[src/rtl/alu_exec_pipe_if.sv]
// Instruction and result handshake bundle for alu_exec_pipe.
// The master side issues instructions and consumes result beats.
// The slave side is the execute pipeline.
interface alu_exec_pipe_if #(
   parameter int WIDTH = 8,
   parameter int NREGS = 8
);
   localparam int AW = $clog2(NREGS);

   // instruction side
   logic             instr_valid;
   logic             instr_ready;
   logic [3:0]       opcode;
   logic [AW-1:0]    rd;
   logic [AW-1:0]    rs;
   logic [AW-1:0]    rt;
   logic [WIDTH-1:0] imm;

   // result side
   logic             result_valid;
   logic             result_ready;
   logic [WIDTH-1:0] result_out;
   logic [AW-1:0]    result_rd;
   logic             result_wr;
   logic             carry_out;
   logic             zero_out;

   modport master (
      output instr_valid, opcode, rd, rs, rt, imm, result_ready,
      input  instr_ready, result_valid, result_out, result_rd, result_wr,
             carry_out, zero_out
   );

   modport slave (
      input  instr_valid, opcode, rd, rs, rt, imm, result_ready,
      output instr_ready, result_valid, result_out, result_rd, result_wr,
             carry_out, zero_out
   );
endinterface

[src/rtl/alu_exec_pipe.sv]
// Two-stage issue/execute ALU pipeline with an NREGS x WIDTH register file.
// Stage 1 latches the instruction; stage 2 reads operands, computes, writes
// back and presents a registered result beat with carry and zero flags.
// Operands are read at execute time, so dependent back-to-back instructions
// see the previous write without any forwarding path.
module alu_exec_pipe #(
   parameter int WIDTH = 8,
   parameter int NREGS = 8
) (
   input  logic                       clk,
   input  logic                       rst,
   alu_exec_pipe_if.slave             bus,
   input  logic [$clog2(NREGS)-1:0]   dbg_addr,
   output logic [WIDTH-1:0]           dbg_data
);
   localparam int AW = $clog2(NREGS);

   localparam logic [3:0] OP_ADD = 4'd0;
   localparam logic [3:0] OP_SUB = 4'd1;
   localparam logic [3:0] OP_AND = 4'd2;
   localparam logic [3:0] OP_OR  = 4'd3;
   localparam logic [3:0] OP_XOR = 4'd4;
   localparam logic [3:0] OP_NOT = 4'd5;
   localparam logic [3:0] OP_SHL = 4'd6;
   localparam logic [3:0] OP_SHR = 4'd7;
   localparam logic [3:0] OP_LDI = 4'd8;
   localparam logic [3:0] OP_ADC = 4'd9;
   localparam logic [3:0] OP_SBB = 4'd10;
   localparam logic [3:0] OP_CMP = 4'd11;

   // stage 1 state
   logic             s1_valid_r;
   logic [3:0]       s1_op_r;
   logic [AW-1:0]    s1_rd_r;
   logic [AW-1:0]    s1_rs_r;
   logic [AW-1:0]    s1_rt_r;
   logic [WIDTH-1:0] s1_imm_r;

   // stage 2 / result state
   logic             result_valid_r;
   logic [WIDTH-1:0] result_out_r;
   logic [AW-1:0]    result_rd_r;
   logic             result_wr_r;
   logic             carry_r;
   logic             zero_r;

   logic [WIDTH-1:0] regs_r [NREGS];

   // handshake and datapath
   logic             s2_free_s;
   logic             accept_s;
   logic             exec_s;
   logic [WIDTH-1:0] a_s;
   logic [WIDTH-1:0] b_s;
   logic [WIDTH:0]   cin_s;
   logic [WIDTH:0]   wide_s;
   logic [WIDTH-1:0] alu_res_s;
   logic             alu_c_s;
   logic             wr_s;
   logic             upd_z_s;

   assign s2_free_s       = !result_valid_r || bus.result_ready;
   assign bus.instr_ready = !s1_valid_r || s2_free_s;
   assign accept_s        = bus.instr_valid && bus.instr_ready;
   assign exec_s          = s1_valid_r && s2_free_s;

   assign a_s   = regs_r[s1_rs_r];
   assign b_s   = regs_r[s1_rt_r];
   assign cin_s = {{WIDTH{1'b0}}, carry_r};

   assign bus.result_valid = result_valid_r;
   assign bus.result_out   = result_out_r;
   assign bus.result_rd    = result_rd_r;
   assign bus.result_wr    = result_wr_r;
   assign bus.carry_out    = carry_r;
   assign bus.zero_out     = zero_r;

   assign dbg_data = regs_r[dbg_addr];

   // Issue stage: capture an accepted instruction, drain when it executes.
   always_ff @(posedge clk) begin
      if (rst) begin
         s1_valid_r <= 1'b0;
         s1_op_r    <= 4'd0;
         s1_rd_r    <= {AW{1'b0}};
         s1_rs_r    <= {AW{1'b0}};
         s1_rt_r    <= {AW{1'b0}};
         s1_imm_r   <= {WIDTH{1'b0}};
      end else if (accept_s) begin
         s1_valid_r <= 1'b1;
         s1_op_r    <= bus.opcode;
         s1_rd_r    <= bus.rd;
         s1_rs_r    <= bus.rs;
         s1_rt_r    <= bus.rt;
         s1_imm_r   <= bus.imm;
      end else if (exec_s) begin
         s1_valid_r <= 1'b0;
      end
   end

   // ALU: result, next carry, write-enable and zero-update per opcode.
   always_comb begin
      wide_s    = {(WIDTH+1){1'b0}};
      alu_res_s = {WIDTH{1'b0}};
      alu_c_s   = carry_r;
      wr_s      = 1'b0;
      upd_z_s   = 1'b1;
      case (s1_op_r)
         OP_ADD: begin
            wide_s    = {1'b0, a_s} + {1'b0, b_s};
            alu_res_s = wide_s[WIDTH-1:0];
            alu_c_s   = wide_s[WIDTH];
            wr_s      = 1'b1;
         end
         OP_SUB, OP_CMP: begin
            wide_s    = {1'b0, a_s} - {1'b0, b_s};
            alu_res_s = wide_s[WIDTH-1:0];
            alu_c_s   = wide_s[WIDTH];
            wr_s      = (s1_op_r == OP_SUB);
         end
         OP_AND: begin
            alu_res_s = a_s & b_s;
            alu_c_s   = 1'b0;
            wr_s      = 1'b1;
         end
         OP_OR: begin
            alu_res_s = a_s | b_s;
            alu_c_s   = 1'b0;
            wr_s      = 1'b1;
         end
         OP_XOR: begin
            alu_res_s = a_s ^ b_s;
            alu_c_s   = 1'b0;
            wr_s      = 1'b1;
         end
         OP_NOT: begin
            alu_res_s = ~a_s;
            alu_c_s   = 1'b0;
            wr_s      = 1'b1;
         end
         OP_SHL: begin
            alu_res_s = {a_s[WIDTH-2:0], 1'b0};
            alu_c_s   = a_s[WIDTH-1];
            wr_s      = 1'b1;
         end
         OP_SHR: begin
            alu_res_s = {1'b0, a_s[WIDTH-1:1]};
            alu_c_s   = a_s[0];
            wr_s      = 1'b1;
         end
         OP_LDI: begin
            alu_res_s = s1_imm_r;
            wr_s      = 1'b1;
         end
         OP_ADC: begin
            wide_s    = {1'b0, a_s} + {1'b0, b_s} + cin_s;
            alu_res_s = wide_s[WIDTH-1:0];
            alu_c_s   = wide_s[WIDTH];
            wr_s      = 1'b1;
         end
         OP_SBB: begin
            // The (WIDTH+1)-bit difference is negative exactly when A < B+c.
            wide_s    = {1'b0, a_s} - {1'b0, b_s} - cin_s;
            alu_res_s = wide_s[WIDTH-1:0];
            alu_c_s   = wide_s[WIDTH];
            wr_s      = 1'b1;
         end
         default: begin
            // NOP: empty beat, flags untouched
            upd_z_s = 1'b0;
         end
      endcase
   end

   // Execute stage: register the result beat and flags, hold under stall.
   always_ff @(posedge clk) begin
      if (rst) begin
         result_valid_r <= 1'b0;
         result_out_r   <= {WIDTH{1'b0}};
         result_rd_r    <= {AW{1'b0}};
         result_wr_r    <= 1'b0;
         carry_r        <= 1'b0;
         zero_r         <= 1'b0;
      end else if (exec_s) begin
         result_valid_r <= 1'b1;
         result_out_r   <= alu_res_s;
         result_rd_r    <= s1_rd_r;
         result_wr_r    <= wr_s;
         carry_r        <= alu_c_s;
         if (upd_z_s) begin
            zero_r <= (alu_res_s == {WIDTH{1'b0}});
         end else begin
            zero_r <= zero_r;
         end
      end else if (bus.result_ready) begin
         result_valid_r <= 1'b0;
      end
   end

   // Register file: cleared on reset, written at execute for writing ops.
   always_ff @(posedge clk) begin
      if (rst) begin
         for (int i = 0; i < NREGS; i++) begin
            regs_r[i] <= {WIDTH{1'b0}};
         end
      end else if (exec_s && wr_s) begin
         regs_r[s1_rd_r] <= alu_res_s;
      end
   end
endmodule

[src/flat_wrapper.sv]
// flat-port wrapper written by rule: the top's interface ports become plain ports
module alu_exec_pipe_flat 
#(
   parameter int WIDTH = 8,
   parameter int NREGS = 8
)
  (clk, rst, dbg_addr, dbg_data, bus_instr_valid, bus_opcode, bus_rd, bus_rs, bus_rt, bus_imm, bus_result_ready, bus_instr_ready, bus_result_valid, bus_result_out, bus_result_rd, bus_result_wr, bus_carry_out, bus_zero_out);
  alu_exec_pipe_if #(.WIDTH(WIDTH), .NREGS(NREGS)) bus_i ();
  input  logic clk;
  input  logic rst;
  input  logic [$clog2(NREGS)-1:0] dbg_addr;
  output logic [WIDTH-1:0] dbg_data;
  input wire logic [$bits(bus_i.instr_valid)-1:0] bus_instr_valid;
  input wire logic [$bits(bus_i.opcode)-1:0] bus_opcode;
  input wire logic [$bits(bus_i.rd)-1:0] bus_rd;
  input wire logic [$bits(bus_i.rs)-1:0] bus_rs;
  input wire logic [$bits(bus_i.rt)-1:0] bus_rt;
  input wire logic [$bits(bus_i.imm)-1:0] bus_imm;
  input wire logic [$bits(bus_i.result_ready)-1:0] bus_result_ready;
  output wire logic [$bits(bus_i.instr_ready)-1:0] bus_instr_ready;
  output wire logic [$bits(bus_i.result_valid)-1:0] bus_result_valid;
  output wire logic [$bits(bus_i.result_out)-1:0] bus_result_out;
  output wire logic [$bits(bus_i.result_rd)-1:0] bus_result_rd;
  output wire logic [$bits(bus_i.result_wr)-1:0] bus_result_wr;
  output wire logic [$bits(bus_i.carry_out)-1:0] bus_carry_out;
  output wire logic [$bits(bus_i.zero_out)-1:0] bus_zero_out;
  assign bus_i.instr_valid = bus_instr_valid;
  assign bus_i.opcode = bus_opcode;
  assign bus_i.rd = bus_rd;
  assign bus_i.rs = bus_rs;
  assign bus_i.rt = bus_rt;
  assign bus_i.imm = bus_imm;
  assign bus_i.result_ready = bus_result_ready;
  assign bus_instr_ready = bus_i.instr_ready;
  assign bus_result_valid = bus_i.result_valid;
  assign bus_result_out = bus_i.result_out;
  assign bus_result_rd = bus_i.result_rd;
  assign bus_result_wr = bus_i.result_wr;
  assign bus_carry_out = bus_i.carry_out;
  assign bus_zero_out = bus_i.zero_out;
  alu_exec_pipe #(.WIDTH(WIDTH), .NREGS(NREGS)) u_core (.clk(clk), .rst(rst), .bus(bus_i), .dbg_addr(dbg_addr), .dbg_data(dbg_data));
endmodule
[config.mk]
export PLATFORM = sky130hd
export DESIGN_NAME = alu_exec_pipe_flat
export DESIGN_NICKNAME = d
export VERILOG_FILES = /design/src/rtl/alu_exec_pipe_if.sv /design/src/rtl/alu_exec_pipe.sv /design/src/flat_wrapper.sv
export SDC_FILE = /design/constraint.sdc
export NUM_CORES = 1
export LEC_CHECK = 0
export ABC_AREA = 0
export ABC_CLOCK_PERIOD_IN_PS = 5300
export CAP_MARGIN = 20
export CORE_MARGIN = 8
export CORE_UTILIZATION = 40
export CTS_BUF_LIST = sky130_fd_sc_hd__clkbuf_8
export DETAILED_ROUTE_END_ITERATION = 8
export GPL_TIMING_DRIVEN = 0
export PLACE_DENSITY = 0.64
export SETUP_SLACK_MARGIN = 0.4
export SLEW_MARGIN = 20
export SYNTH_ARGS = -nofsm -noshare
export SYNTH_HDL_FRONTEND = slang
export SYNTH_SLANG_ARGS = --single-unit
[constraint.sdc]
create_clock -name clk -period 5.3 [get_ports clk]
set_input_delay 1.06 -clock clk [delete_from_list [all_inputs] [get_ports clk]]
set_output_delay 1.06 -clock clk [all_outputs]
set_load 0.03 [all_outputs]
# Word level (Yosys, flattened, before mapping)
# Memories as Yosys holds them, arrays and structs flattened. A register that Yosys moved wholly into a read port is not among the register bits.
# Index checks and enable logic that the tools add are counted.
dict set report word_totals {
  reg_bits 37
  latch_bits 0
  ram_bits 64
  romBits 0
  input_bits 28
  out_inout_bits 24
  elab_cells 71
  n_memories 1
}
# name words width read_ports rd_clocked_by_memory_dff wr line_no
set mem_list {}
lappend mem_list {u_core.regs_r 8 8 3 2 8 alu_exec_pipe.sv:47} ;# logic [WIDTH-1:0] regs_r [NREGS];
dict set report op_classes {
  n_addsub 4
  n_mul 0
  n_div 0
  order_cmp 0
  n_eq_ne 11
  shift 0
  n_mux 20
  n_bitwise 4
  n_reduce_logical 19
}
# op count
set op_table {}
lappend op_table {{8-bit case mux with 11 select lines} 1}
lappend op_table {{4-bit by 3-bit equality test with 1-bit output, second input constant} 4}
lappend op_table {{4-bit equality test, second input constant} 4}
lappend op_table {{3-bit 2-to-1 mux} 5}
lappend op_table {{12-bit OR reduction} 1}
lappend op_table {{1-bit 2-to-1 mux} 11}
lappend op_table {{10-bit OR reduction} 1}
lappend op_table {{8-bit by 8-bit adder with 9-bit output} 1}
lappend op_table {{9-bit by 1-bit adder with 9-bit output} 1}
lappend op_table {{8-bit by 8-bit subtractor with 9-bit output} 1}
lappend op_table {{9-bit by 1-bit subtractor with 9-bit output} 1}
lappend op_table {{8-bit bitwise AND} 1}
lappend op_table {{4-bit by 2-bit equality test with 1-bit output, second input constant} 2}
lappend op_table {{8-bit zero test} 1}
lappend op_table {{8-bit 2-to-1 mux} 1}
lappend op_table {{8-bit inverter} 1}
lappend op_table {{8-bit OR} 1}
lappend op_table {{8-bit OR reduction} 1}
lappend op_table {{8-bit XOR} 1}
lappend op_table {{1-bit case mux with 7 select lines} 1}
lappend op_table {{7-bit nonzero test} 1}
lappend op_table {{4-bit by 1-bit equality test with 1-bit output, second input constant} 1}
lappend op_table {{4-bit zero test} 1}
lappend op_table {{2-bit AND reduction} 2}
lappend op_table {{other kinds (7)} 12}

# Depth between registers and ports, before layout
# Gate-level depths: netlist of run 1.
dict set report depth {
  depth_word 9
  depth_mapped 16
  ltp_nobuf 14
}

# Worst setup path before layout of run 1
# OpenSTA, ideal clock, no wires.
dict set report synth_path {
  path_type {register -> register}
  from {register with a tool-made name}
  to {register u_core.result_out_r[6] (netlist: u_core.bus.result_out[6])}
  setup_ns 0.086
  t_arrival_ns 4.475
  t_required_ns 5.214
  path_slack_ns 0.739
  path_stages_with_launch 17
  path_buffers 3
  synth_period_minus_slack_ns 4.561
  path_cell_list {dfxtp_1 -> clkbuf_1 -> buf_1 -> mux4_2 -> mux2i_1 -> inv_1 -> ha_1 -> fa_1 -> a211oi_1 -> nor2_1 -> xor2_1 -> and4_1 -> or3b_1 -> o211a_1 -> o211a_1 -> buf_6 -> a211oi_1}
}
# element line_no
set synth_lines {}
lappend synth_lines {{end signal: assignment} alu_exec_pipe.sv:179} ;# result_out_r <= {WIDTH{1'b0}};
lappend synth_lines {{end signal: assignment} alu_exec_pipe.sv:186} ;# result_out_r <= alu_res_s;
lappend synth_lines {{end: declaration} alu_exec_pipe.sv:41} ;# logic [WIDTH-1:0] result_out_r;

==> summary.txt, run 1 <==
Run status
  • Status: finished, final reports clean

Logic synthesis
  • Post-Syn Area: between 7000 and 8000 um2
  • Synth Flop Type: edfxtp_1
  • Synthesized flop and latch total: 107
  • Synth unique cells: 81
  • Mean Syn Cell Area: 10.4 um2
  • Post-synth EDFFs: 64
  • Syn nets: 775
  • Sequential share of the synthesized area: a little under two fifths
  • Synth warn: 0
  • Yosys top cell by area: edfxtp_1
  • Post-synth top area share: 25.7%
  • Ys async rst share: 0%
  • Synth Instances: approximately 720
  • Largest cells by area after synthesis: edfxtp_1, dfxtp_1, mux4_2

Floorplan
  • Initial core utilization: roughly two fifths
  • CORE AREA: between 15000 and 20000 um2
  • FP Rows: 50
  • Io pins: 52
  • Die X: 153 um
  • Die area: approximately 23000 um2
  • Die Y: 153 um

Detailed routing
  • Drt first pass iters: 5
  • DRT iter0 DRCs: roughly 650
  • Final antenna-violating net count: 0
  • Via Count: 5846
  • Post-DR wirelength/cell: 20.5 um
  • DRC: 0
  • Routed wire length: 20.8 mm
  • Vias/cell: between 5 and 6

Finish
  • Most common cell after layout, fill and taps aside: nor2_1
  • Fill count: 1789
  • Final non-filler cell total: 1017
  • # diodes: 0
  • Commonest cells after routing, fill and taps aside: nor2_1, nand2_1, edfxtp_1, clkdlybuf4s50_1
  • Layout Nets: 836
  • Area grow syn2layout: 13.7%
  • Share of cells above drive strength 1: 15.6%

STA
  • Tmin final: 4.61 ns
  • Final hold slack: 0.463 ns
  • Endpoints failing hold: 0
  • Setup violators final: 0
  • Max_slew headroom: 43.5%
  • Peak Freq: 217 MHz
  • Setup_tns: 0 ns
  • Worst-Margin Slew: 0.841 ns
  • Layout Skew: 0.0187 ns
  • RSZ-0062 raised after global routing: no
  • Final period utilization: between 80 and 90%
  • Max Slew Vio Count: 0

Critical path
  • Startpoint Class: flop
  • CP Max Fanout: 10
  • WP data required: 5.44 ns
  • Worst EP arrival: 4.75 ns
  • CP endpoint kind: flop
  • Critical path class: flop to flop

Clock tree
  • Clock slew at reported path FFs: 0.11 ns
  • Max H-tree Level: 3
  • CTS tree: built
  • CTS root buffer: clkbuf_8
  • CTS sink cnt: 107
  • Total CTS buffers: 9
  • Maximum buffer depth of the clock tree: 2
  • Worst-skew pair later-pin latency: ~0.4 ns

Global routing
  • Total grt overflow: 0
  • Largest net degree at the start of global routing: 19
  • Global-route wire length before repair: 32.6 mm
  • Vias in the first global route: approximately 5800
  • All-Layer GR Usage: 17.8%
  • Antenna violations before repair: 1

Placed design
  • PortBufs: 47
  • Placed Cells: 998
  • Final HPWL DP: roughly 17 mm
  • GPL Wtd Cong: 0.948

Run
  • Maxcap violations: 0

Power and ir drop
  • Pleak: 3.16 nW
  • Pwr/cell area: 281 nW/um2
  • Peak VDD IR: 0.208 mV

Worst hold path
  • Worst Hold Class: flop to flop
-- area by class of cell --
cell class              count  area [um2]  area share (%)
clock buffers               9         124            1.46
repair buffers             50         505            5.95
flip-flops and latches    107        2780            32.8
well taps                 234         293            3.45
plain buffers              51         378            4.45
multi-input cells         531        4250            50.1
inverters                  28         105            1.24
clock inverters             7        51.3           0.604
-- worst max-delay path, cell delays in order (launching register included) --
cell,delay (ns)
dfxtp_1,0.33
clkbuf_1,0.33
clkbuf_2,0.36
mux4_2,0.36
mux2i_2,0.26
inv_1,0.11
ha_1,0.26
fa_1,0.57
or2_1,0.29
a2111o_1,0.37
o311ai_1,0.17
nand2_1,0.16
nor2_1,0.16
xnor2_1,0.15
o221a_2,0.23
buf_6,0.17
nor2_1,0.06
-- cell usage after synthesis (4+ instances only) --
cell type and number:
dfxtp_1 43, and3_1 8, a221oi_1 4, mux4_1 9
clkbuf_8 10, o21a_1 4, edfxtp_1 64, nor2b_1 8
and2_1 5, o22ai_1 7, nand3_1 13, o211a_1 4
xor2_1 6, mux2_2 11, mux2i_1 19, xnor2_1 13
o2111ai_1 4, a21oi_1 43, clkbuf_1 23, nand3b_1 6
a211oi_1 16, inv_1 26, nand2b_1 15, ha_1 28
buf_1 5, o21ai_0 12, nand2_1 75, mux4_2 37
nor2_1 110, nor3_1 9, buf_6 7
-- layer usage --
layer	vias up	GRT usage, %	routed length [um]
met5	-	0	15
met4	2	6.69	535
met3	43	3.09	1040
met2	180	30.0	10200
met1	2874	22.3	9040
li1	2747	-	-
-- worst paths after layout --
path              depth (start not counted)                                 start                                   end  slack, ns
hold / removal                            2  u_core.bus.result_rd[1]$_SDFFE_PP0P_  u_core.bus.result_rd[1]$_SDFFE_PP0P_       0.46
setup reg to reg                         16                                  flop     u_core.regs_r[6][7]$_SDFFCE_PN0P_       0.69
hold reg to reg                           2  u_core.bus.result_rd[1]$_SDFFE_PP0P_  u_core.bus.result_rd[1]$_SDFFE_PP0P_       0.46
setup / recovery                         16                                  flop     u_core.regs_r[6][7]$_SDFFCE_PN0P_       0.69
-- state kept, by name, summed over array words and instances (netlist names), 3 cells and up, named ones only --
name and flops:
u_core.regs_r 64, u_core.bus.result_out 8, u_core.s1_imm_r 8, u_core.s1_op_r 4, u_core.bus.result_rd 3, u_core.s1_rd_r 3, u_core.s1_rs_r 3, u_core.s1_rt_r 3
-- metrics by stage --
stage	cell area, um2	setup WS, ns	total power, mW	util (%)
after floorplan	7470	0.739	1.62	-
after global placement	8230	-0.227	1.88	44.5
final	8490	0.693	2.38	45.9
after CTS	8450	0.452	2.37	45.7
after detailed placement	8240	-0.220	1.88	44.5
after global routing	8490	0.433	2.49	45.9
-- where the power goes --
part | switching, mW | internal [mW]
Clock | 0.296 | 0.175
Combinational | 0.550 | 0.407
Sequential | 0.0317 | 0.921
Total | 0.878 | 1.50
-- what timing repair did --
| item | in CTS | in global routing |
|---|---|---|
| resized for setup | 7 | 8 |
| setup buffers | 3 | 0 |
| pin swaps | 2 | 0 |
| hold buffers | 0 | 0 |
| setup endpoints to repair | 64 | 41 |
-- cells by family (layout without fill, tap and decap cells) --
group | after synthesis | after routing | share of synthesized area, %
compound gates | 131 | 131 | 12.3
xor+xnor | 21 | 21 | 2.85
fa+ha+maj | 30 | 30 | 5.23
buf+inv | 79 | 145 | 6.32
flops | 107 | 107 | 37.3
mux | 78 | 78 | 19.0
simple gates | 271 | 271 | 17.1
Power figures use the tool's default switching activity.
==> run 2: changes to the inputs <==
--- a/config.mk
+++ b/config.mk
@@ -15,6 +15,7 @@
 export GPL_TIMING_DRIVEN = 0
 export PLACE_DENSITY = 0.64
 export SETUP_SLACK_MARGIN = 0.4
+export SKIP_LAST_GASP = 1
 export SLEW_MARGIN = 20
 export SYNTH_ARGS = -nofsm -noshare
 export SYNTH_HDL_FRONTEND = slang
==> results of run 2 <==
Final layout, timing and power as in run 1 (identical DEF).
==> run 3: changes to the inputs <==
--- a/config.mk
+++ b/config.mk
@@ -13,6 +13,7 @@
 export CTS_BUF_LIST = sky130_fd_sc_hd__clkbuf_8
 export DETAILED_ROUTE_END_ITERATION = 8
 export GPL_TIMING_DRIVEN = 0
+export MAX_ROUTING_LAYER = met4
 export PLACE_DENSITY = 0.64
 export SETUP_SLACK_MARGIN = 0.4
 export SKIP_LAST_GASP = 1
==> run 3 against run 2 <==
  * Utilization about the same
  * Count of clock-buffer cells in the layout up 1
  * Sequential share of layout area about the same
  * First-iteration DRC count down 8.0%
==> summary.txt, run 3 (same netlist as run 1, synthesis figures left out) <==
STA
  • Setup violators final: 0
  • Max_slew headroom: a little over two fifths
  • Final hold slack: 0.467 ns
  • Peak Freq: 213 MHz
  • Final worst slack: slightly below 0.6 ns
  • Worst-Margin Slew: 0.860 ns
  • Setup_tns: 0 ns
  • RSZ-0062 raised after global routing: no
  • Layout Skew: 0.0180 ns
  • Max Slew Vio Count: 0
  • Endpoints failing hold: 0
  • Tmin final: ~4.7 ns
  • Final period utilization: 88.8%

Clock tree
  • CTS root buffer: clkbuf_8
  • Clock slew at reported path FFs: 0.10 ns
  • Max H-tree Level: 3
  • CTS tree: built
  • Hold buffer count at cts: 0
  • Worst-skew pair later-pin latency: around 0.38 ns
  • CTS sink cnt: 107
  • Total CTS buffers: 9
  • Maximum buffer depth of the clock tree: 2

Global routing
  • Global-route wire length before repair: 32.8 mm
  • All-Layer GR Usage: between 10% and 20%
  • Total grt overflow: 0
  • Antenna violations before repair: 0
  • Vias in the first global route: slightly below 6000
  • Largest net degree at the start of global routing: 19

Detailed routing
  • DRC: 0
  • DRT iter0 DRCs: 596
  • Drt first pass iters: 5
  • Vias/cell: 5.81
  • Via Count: 5909
  • Post-DR wirelength/cell: 20.6 um
  • Final antenna-violating net count: 0
  • Routed wire length: approximately 21 mm

Finish
  • Layout Nets: about 840
  • Most common cell after layout, fill and taps aside: nor2_1
  • Max reg flops: 64
  • Reg with most FFs: u_core.regs_r
  • Fin util: between 40% and 50%
  • # diodes: 0
  • Area grow syn2layout: 13.7%
  • Commonest cells after routing, fill and taps aside: nor2_1, nand2_1, edfxtp_1, clkdlybuf4s50_1
  • Share of cells above drive strength 1: around 15%

Floorplan
  • FP Rows: 50
  • Io pins: 52
  • CORE AREA: ~19000 um2
  • Initial core utilization: 40.3%
  • Die X: 153 um
  • Die Y: 153 um
  • Die area: 23300 um2

Power and ir drop
  • Pleak: 3.15 nW
  • Pwr/cell area: approximately 280 nW/um2
  • Peak VDD IR: 0.214 mV
  • Pwr Total: 2.38 mW

Placed design
  • Pre-CTS WS: -0.300 ns
  • Final HPWL DP: approximately 17 mm
  • GPL Wtd Cong: 0.955
  • PortBufs: 47

Critical path
  • Critical path class: flop to flop
  • R2r setup slk: just under 0.6 ns
  • WP data required: 5.59 ns
  • R2R depth: 16
  • Reg2reg end: u_core.bus.zero_out$_SDFFE_PP0P_
  • Startpoint Class: flop
  • Worst EP arrival: 4.99 ns
  • CP Max Fanout: 10
  • CP endpoint kind: flop

Worst hold path
  • Min-Delay Endpoint: u_core.s1_imm_r[6]$_SDFFE_PP0P_
  • Hold Startpoint: u_core.s1_imm_r[6]$_SDFFE_PP0P_
  • Hold depth: 2
  • Worst Hold Class: flop to flop

Run status
  • Status: finished, final reports clean

Run
  • Maxcap violations: 0
-- run 3: routing by layer --
| layer | vias up | GRT usage (%) | part of all wire [%] | wire length [um] |
|---|---|---|---|---|
| met1 | 2894 | 22.6 | 44 | 9240 |
| li1 | 2751 | - | - | - |
| met3 | 42 | 2.69 | 4.7 | 982 |
| met2 | 222 | 30.6 | 49 | 10300 |
| met5 | - | - | 0 | 0 |
| met4 | 0 | 5.80 | 2.5 | 520 |
-- run 3: final cells by class --
type	instances	area [um2]
fillers	1789	10000
multi-input cells	531	4240
flip-flops and latches	107	2780
repair buffers	50	505
plain buffers	51	384
well taps	234	293
clock buffers	10	138
inverters	28	105
clock inverters	6	42.5
-- run 3: timing repair --
action	4_1_cts	5_1_grt
endpoints found under the setup margin	65	28
pin swaps	1	1
resized for setup	9	6
buffers inserted	1	2
-- run 3: how the worst max path moves through the flow --
| stage | startpoint | endpoint | slack [ns] |
|---|---|---|---|
| detailed placement | flop | u_core.regs_r[4][5]$_SDFFCE_PN0P_ | -0.30 |
| global placement | flop | u_core.bus.zero_out$_SDFFE_PP0P_ | -0.23 |
| finish | flop | u_core.bus.zero_out$_SDFFE_PP0P_ | 0.60 |
| global route | flop | u_core.bus.zero_out$_SDFFE_PP0P_ | 0.46 |
| CTS | flop | u_core.bus.result_out[6]$_SDFFE_PP0P_ | 0.42 |
| floorplan | flop | u_core.bus.result_out[6]$_SDFFE_PP0P_ | 0.74 |
-- run 3: report_power, final --
part | total, mW | switching, mW | internal [mW]
Sequential | 0.952 | 0.0307 | 0.921
Combinational | 0.954 | 0.552 | 0.402
Clock | 0.477 | 0.289 | 0.188
Total | 2.38 | 0.872 | 1.51
-- run 3: worst max-delay path, stage by stage (launching register included) --
cell,delay [ns]
dfxtp_1,0.32
clkbuf_1,0.32
buf_2,0.36
mux4_2,0.36
mux2i_2,0.28
inv_1,0.11
ha_1,0.27
fa_1,0.56
xnor2_1,0.42
and3_1,0.28
xnor3_1,0.22
o22ai_1,0.23
nor4_4,0.07
buf_4,0.20
and3_1,0.16
and4_1,0.19
a41o_1,0.23
-- run 3: per-stage QoR --
step                instance area, um2  cells
floorplan                         7470    717
global placement                  8230    998
detailed placement                8240    998
CTS                               8450   1015
global route                      8490   1017
finish                            8490   1017
